===== config.mk =====
export PLATFORM = sky130hd
export DESIGN_NAME = alu_sequencer
export DESIGN_NICKNAME = d
export VERILOG_FILES = /design/src/rtl/simd_pkg.sv /design/src/rtl/seq_delay_line.sv /design/src/rtl/alu_sequencer.sv
export SDC_FILE = /design/constraint.sdc
export NUM_CORES = 1
export LEC_CHECK = 0
export BUFFER_PORTS_ARGS = -buffer_cell sky130_fd_sc_hd__buf_4
export CELL_PAD_IN_SITES_DETAIL_PLACEMENT = 1
export CELL_PAD_IN_SITES_GLOBAL_PLACEMENT = 1
export CORE_ASPECT_RATIO = 1.25
export CORE_MARGIN = 4
export CORE_UTILIZATION = 41
export CTS_BUF_LIST = sky130_fd_sc_hd__clkbuf_2 sky130_fd_sc_hd__clkbuf_4 sky130_fd_sc_hd__clkbuf_8
export DETAILED_ROUTE_END_ITERATION = 12
export PLACE_DENSITY_LB_ADDON = 0.1
export SLEW_MARGIN = 20
export SYNTH_ARGS = -nofsm -noshare
export SYNTH_HDL_FRONTEND = slang
export SYNTH_SLANG_ARGS = --single-unit

===== constraint.sdc =====
create_clock -name clk -period 4.2 [get_ports clk]
set_input_delay 0.42 -clock clk [delete_from_list [all_inputs] [get_ports clk]]
set_output_delay 0.42 -clock clk [all_outputs]
set_load 0.05 [all_outputs]

===== src/rtl/simd_pkg.sv =====
// Shared types and sizing for the SIMD ALU sequencer.
package simd_pkg;

  localparam int unsigned OPCODE_WIDTH = 3;
  localparam int unsigned ADDR_WIDTH   = 10;
  localparam int unsigned LEN_WIDTH    = ADDR_WIDTH + 1;
  localparam int unsigned DATA_WIDTH   = 32;
  localparam int unsigned MEM_LATENCY  = 1;
  localparam int unsigned ALU_LATENCY  = 1;
  localparam int unsigned PIPE_DEPTH   = MEM_LATENCY + ALU_LATENCY;

  typedef enum logic [OPCODE_WIDTH-1:0] {
    NOOP          = 3'd0,
    ADD           = 3'd1,
    SUB           = 3'd2,
    MUL           = 3'd3,
    DOTP          = 3'd4,
    STORE_TEMP_S1 = 3'd5,
    STORE_TEMP_S2 = 3'd6,
    STORE_RESULT  = 3'd7
  } alu_op_t;

  typedef enum logic [2:0] {
    S_IDLE,
    S_RUN,
    S_DRAIN,
    S_WB,
    S_DONE
  } seq_state_t;

  // Element tag travelling from the read stage to the write stage.
  typedef struct packed {
    logic                  valid;
    logic [ADDR_WIDTH-1:0] idx;
  } pipe_tag_t;

  function automatic logic is_legal(alu_op_t op);
    return op inside {ADD, SUB, MUL, DOTP};
  endfunction

endpackage


===== src/rtl/seq_delay_line.sv =====
// Shift register carrying element tags; exposes the valid bit of one
// intermediate stage and the full last stage.
module seq_delay_line #(
  parameter int unsigned WIDTH = 1,
  parameter int unsigned DEPTH = 1,
  parameter int unsigned TAP   = 0
) (
  input  logic             clk,
  input  logic             rstn,
  input  logic [WIDTH-1:0] din,
  output logic             tap_valid,
  output logic [WIDTH-1:0] dout
);

  logic [DEPTH-1:0][WIDTH-1:0] stage;

  always_ff @(posedge clk or negedge rstn) begin
    if (!rstn) begin
      stage <= '0;
    end else begin
      stage[0] <= din;
      for (int k = 1; k < DEPTH; k++) stage[k] <= stage[k-1];
    end
  end

  // Valid flag is the MSB of each stage.
  assign tap_valid = stage[TAP][WIDTH-1];
  assign dout      = stage[DEPTH-1];

endmodule


===== src/rtl/alu_sequencer.sv =====
// Sequences the SIMD ALU over a vector command: element-wise ADD/SUB/MUL
// written back per element, or a DOTP reduction written once at the end.
module alu_sequencer
  import simd_pkg::*;
(
  input  logic                    clk,
  input  logic                    rstn,
  input  logic                    cmd_valid,
  output logic                    cmd_ready,
  input  logic [OPCODE_WIDTH-1:0] cmd_opcode,
  input  logic [LEN_WIDTH-1:0]    cmd_len,
  input  logic [ADDR_WIDTH-1:0]   cmd_src_a,
  input  logic [ADDR_WIDTH-1:0]   cmd_src_b,
  input  logic [ADDR_WIDTH-1:0]   cmd_dst,
  output logic                    rd_en,
  output logic [ADDR_WIDTH-1:0]   rd_addr_a,
  output logic [ADDR_WIDTH-1:0]   rd_addr_b,
  input  logic [DATA_WIDTH-1:0]   rd_data_a,
  input  logic [DATA_WIDTH-1:0]   rd_data_b,
  output logic [DATA_WIDTH-1:0]   alu_a,
  output logic [DATA_WIDTH-1:0]   alu_b,
  output logic [OPCODE_WIDTH-1:0] alu_opcode,
  input  logic [DATA_WIDTH-1:0]   alu_out,
  output logic                    wr_en,
  output logic [ADDR_WIDTH-1:0]   wr_addr,
  output logic [DATA_WIDTH-1:0]   wr_data,
  output logic                    busy,
  output logic                    done,
  output logic                    err
);

  localparam int unsigned CNT_WIDTH = $clog2(PIPE_DEPTH) + 1;

  seq_state_t            state, state_n;
  alu_op_t               op, op_n;
  logic [LEN_WIDTH-1:0]  len, len_n, idx, idx_n;
  logic [ADDR_WIDTH-1:0] dst, dst_n, rd_addr_a_n, rd_addr_b_n;
  logic [CNT_WIDTH-1:0]  cnt, cnt_n;
  logic [DATA_WIDTH-1:0] acc, acc_n;
  logic                  rd_en_n, err_n;
  logic                  alu_valid, elem_wr, wb_wr;
  pipe_tag_t             tag_in, tag_out;

  assign tag_in = '{valid: rd_en, idx: ADDR_WIDTH'(idx)};

  seq_delay_line #(
    .WIDTH ($bits(pipe_tag_t)),
    .DEPTH (PIPE_DEPTH),
    .TAP   (MEM_LATENCY - 1)
  ) u_delay (
    .clk       (clk),
    .rstn      (rstn),
    .din       (tag_in),
    .tap_valid (alu_valid),
    .dout      (tag_out)
  );

  // Next-state and next-register logic.
  always_comb begin
    state_n     = state;
    op_n        = op;
    len_n       = len;
    dst_n       = dst;
    idx_n       = idx;
    cnt_n       = cnt;
    acc_n       = acc;
    rd_en_n     = 1'b0;
    rd_addr_a_n = '0;
    rd_addr_b_n = '0;
    err_n       = 1'b0;

    if (tag_out.valid && op == DOTP) acc_n = acc + alu_out;

    unique case (state)
      S_IDLE: begin
        if (cmd_valid) begin
          op_n  = alu_op_t'(cmd_opcode);
          len_n = cmd_len;
          dst_n = cmd_dst;
          idx_n = '0;
          cnt_n = '0;
          acc_n = '0;
          if (!is_legal(op_n)) begin
            state_n = S_DONE;
            err_n   = 1'b1;
          end else if (cmd_len == '0) begin
            state_n = (op_n == DOTP) ? S_WB : S_DONE;
          end else begin
            state_n     = S_RUN;
            rd_en_n     = 1'b1;
            rd_addr_a_n = cmd_src_a;
            rd_addr_b_n = cmd_src_b;
          end
        end
      end
      S_RUN: begin
        if (idx == len - LEN_WIDTH'(1)) begin
          state_n = S_DRAIN;
          cnt_n   = '0;
        end else begin
          idx_n       = idx + LEN_WIDTH'(1);
          rd_en_n     = 1'b1;
          rd_addr_a_n = rd_addr_a + ADDR_WIDTH'(1);
          rd_addr_b_n = rd_addr_b + ADDR_WIDTH'(1);
        end
      end
      S_DRAIN: begin
        if (cnt == CNT_WIDTH'(PIPE_DEPTH - 1)) state_n = (op == DOTP) ? S_WB : S_DONE;
        else cnt_n = cnt + CNT_WIDTH'(1);
      end
      S_WB:    state_n = S_DONE;
      S_DONE: begin
        state_n = S_IDLE;
        op_n    = NOOP;
      end
      default: state_n = S_IDLE;
    endcase
  end

  always_ff @(posedge clk or negedge rstn) begin
    if (!rstn) begin
      state     <= S_IDLE;
      op        <= NOOP;
      len       <= '0;
      dst       <= '0;
      idx       <= '0;
      cnt       <= '0;
      acc       <= '0;
      rd_en     <= 1'b0;
      rd_addr_a <= '0;
      rd_addr_b <= '0;
      cmd_ready <= 1'b1;
      busy      <= 1'b0;
      done      <= 1'b0;
      err       <= 1'b0;
    end else begin
      state     <= state_n;
      op        <= op_n;
      len       <= len_n;
      dst       <= dst_n;
      idx       <= idx_n;
      cnt       <= cnt_n;
      acc       <= acc_n;
      rd_en     <= rd_en_n;
      rd_addr_a <= rd_addr_a_n;
      rd_addr_b <= rd_addr_b_n;
      cmd_ready <= (state_n == S_IDLE);
      busy      <= (state_n != S_IDLE);
      done      <= (state_n == S_DONE);
      err       <= err_n;
    end
  end

  // Operands and write-back track the element pipeline, so they follow
  // the memory and ALU data in the same cycle it becomes valid.
  assign alu_opcode = op;
  assign alu_a      = alu_valid ? rd_data_a : '0;
  assign alu_b      = alu_valid ? rd_data_b : '0;
  assign elem_wr    = tag_out.valid && (op != DOTP);
  assign wb_wr      = (state == S_WB);
  assign wr_en      = elem_wr || wb_wr;
  assign wr_addr    = wb_wr ? dst : (elem_wr ? dst + tag_out.idx : '0);
  assign wr_data    = wb_wr ? acc : (elem_wr ? alu_out : '0);

endmodule


==> qor.csv <==
metric;value;unit
status;finished, final reports clean;
ctsResizeCount;0;
p_leak;5.32;nW
worstSetupStartpoint;dst[0]$_DFFE_PN0P_;
grt_remaining_overflow;0;
grt_pass1_vias;8802;
p_switching;4.40;mW
pwr-share-clk;0.139;
wl_per_cell;19.1;um
synthToLayoutAreaGrowth;33.7;%
worst_setup_path_start_kind;register;
synth_area;0.00803;mm2
cts.sinks;119;
first_pass_iters;5;
synth_seq_area_share;0.371;
yosysWarnings;0;
crit_required;3.78;ns
finalCritPeriodShare;0.850;
drt_wl_total;27700;um
port_buffers;277;
synthArstFlopShare;1.00;
fp.dieW;133;um
diodes;0;
initial_core_util;0.416;
path_clk_slew;0.08;ns
fillCellCount;2338;
cts_root_buf;clkbuf_8;
fin_area;0.0107;mm2
ios;278;
powerDensity;777;mW/mm2
place_congestion;0.849;
dpl-instance-area;0.0103;mm2
fin_cells;1454;
end_kind;output pin;
reg2reg_from;acc[0]$_DFF_PN0_;
p_comb_frac;0.627;
grt_use_total;0.254;
synth_nets;1107;
finalHoldViolCount;0;
rr_worst_depth;10;
swShare;0.527;
drv_slew;0;
ir_drop;0.000378;V
skew;0.0142;ns
synthCells;917;
r2r-end;acc[26]$_DFF_PN0_;
cp_max_fo;3;
cp-endpoint;wr_addr[8];
fin_ws;0.631;ns
tightest_slew;0.864;ns
crit_type;reg -> out;
ys.flop_type;dfrtp_1;
clockBufferDepth;2;
avgViaCountPerCell;5.57;
vias;8098;
mostFrequentLayoutCells;287 x buf_4, 135 x nand2_1, 118 x dfrtp_1;
cts_buffers;17;
antenna_found_initial;0;
final_common_cell;buf_4;
slew_headroom;0.424;
dieHeight;164;um
grt_max_degree;67;
setup_tns;0;ns
max_freq;280;MHz
internal_power;3.95;mW
dpl.cell_count;1422;
placeableCoreArea;0.0193;mm2
clock_latency;0.46;ns
tritoncts;yes;
htreeDepth;4;
ys_types;71;
drive_above_1_share;0.286;
post-route-drc-count;0;
hpwl;21300;um
min_path_type;in -> async;
worst-r2r-setup-slack;1.11;ns
avgSynthCellArea;8.76;um2
crit_arrival;3.15;ns
synth_edf_count;0;
ctsHoldBuffers;0;
postCtsSetupBuffers;0;
grt_pass1_wl;45200;um
fin_nets;1366;
drv_cap;0;
drtAntennaViolNets;0;
die_area;0.0219;mm2
pre_cts_slack;0.995;ns
ys_ff_latch;119;
rsz0062_at_grt;no;
setup_viol;0;
seqPwrFrac;0.233;
drt_iter0_drc;397;
floorplan.rows;57;
period_needed;3.57;ns
[through the flow]
step           hold slack [ns]  power (mW)  utilization
4_1_cts                 0.0644        8.40        0.556
5_1_grt                  0.102        8.92        0.556
3_3_place_gp             0.331        7.10        0.533
6_report                0.0390        8.35        0.556
2_1_floorplan            0.124        5.63            -
3_5_place_dp             0.336        7.21        0.533
[layout make-up]
class	count	area (um2)	area share
multi-input cells	733	4780	0.445
flip-flops and latches	119	2980	0.277
repair buffers	287	2150	0.201
well taps	265	332	0.0309
clock buffers	21	289	0.0269
clock inverters	11	145	0.0135
inverters	18	67.6	0.00629
[cell usage after synthesis, drive strengths merged (7+ instances only)]
| cell | number | share of area |
|---|---|---|
| a211oi | 7 | 0.0065 |
| a21o | 19 | 0.018 |
| a21oi | 52 | 0.032 |
| a22o | 44 | 0.048 |
| a31oi | 10 | 0.0078 |
| and2 | 68 | 0.053 |
| and3 | 13 | 0.010 |
| clkbuf | 41 | 0.022 |
| dfrtp | 118 | 0.37 |
| ha | 45 | 0.070 |
| inv | 18 | 0.0084 |
| nand2 | 136 | 0.064 |
| nand3 | 44 | 0.027 |
| nand4 | 11 | 0.0093 |
| nor2 | 40 | 0.019 |
| nor2b | 8 | 0.0062 |
| nor3 | 18 | 0.012 |
| o21ai | 59 | 0.037 |
| xnor2 | 32 | 0.035 |
| xor2 | 26 | 0.028 |
[how the worst min path moves through the flow]
stage	slack (ns)	startpoint	to
global placement	0.33	u_delay.stage[6]$_DFF_PN0_	u_delay.dout[6]$_DFF_PN0_
finish	0.04	rstn	acc[19]$_DFF_PN0_
detailed placement	0.34	u_delay.stage[4]$_DFF_PN0_	u_delay.dout[4]$_DFF_PN0_
global route	0.10	rstn	acc[19]$_DFF_PN0_
CTS	0.06	rstn	acc[20]$_DFF_PN0_
floorplan	0.12	rstn	acc[0]$_DFF_PN0_
[state kept, by name, indices dropped and copies added (netlist names), 2 cells and up]
| name | flops |
|---|---|
| cnt | 2 |
| rd_addr_a | 10 |
| u_delay.dout | 11 |
| idx | 11 |
| alu_opcode | 3 |
| len | 11 |
| acc | 32 |
| u_delay.stage | 10 |
| dst | 10 |
| rd_addr_b | 10 |
| state | 3 |
[power groups by stage]
stage | clock [mW] | combinational, mW | sequential, mW
5_1_grt | 1.23 | 5.67 | 2.02
3_3_place_gp | 0 | 5.15 | 1.94
6_report | 1.16 | 5.24 | 1.95
3_5_place_dp | 0 | 5.25 | 1.96
4_1_cts | 1.18 | 5.27 | 1.95
2_1_floorplan | 0 | 3.52 | 2.11
[logic make-up (layout without fill, tap and decap cells)]
family,after synthesis,after routing,share of synthesized area
AO/OA/AOI/OAI,245,245,0.208
flip-flops,119,119,0.371
adder cells (fa/ha/maj),47,47,0.0751
AND/OR/NAND/NOR,380,380,0.242
XOR/XNOR,58,58,0.0632
multiplexers,3,3,0.00436
buffers and inverters,65,337,0.0364
[per-layer routing]
metal,share of wire,track usage,up-vias
li1,-,-,3824
met1,0.39,0.291,3979
met2,0.52,0.460,244
met3,0.060,0.0640,51
met4,0.027,0.0898,0
met5,0,0,-
[worst max-delay path, stage by stage, from the launching register on]
cell,delay [ns]
dfrtp_1,0.40
ha_1,0.23
fa_1,0.41
a21o_1,0.18
a21oi_1,0.25
o21bai_1,0.12
a21oi_1,0.28
o21bai_1,0.11
a21oi_1,0.19
xnor2_1,0.14
a22o_1,0.18
buf_4,0.21
(Power assumes the default switching activity.)
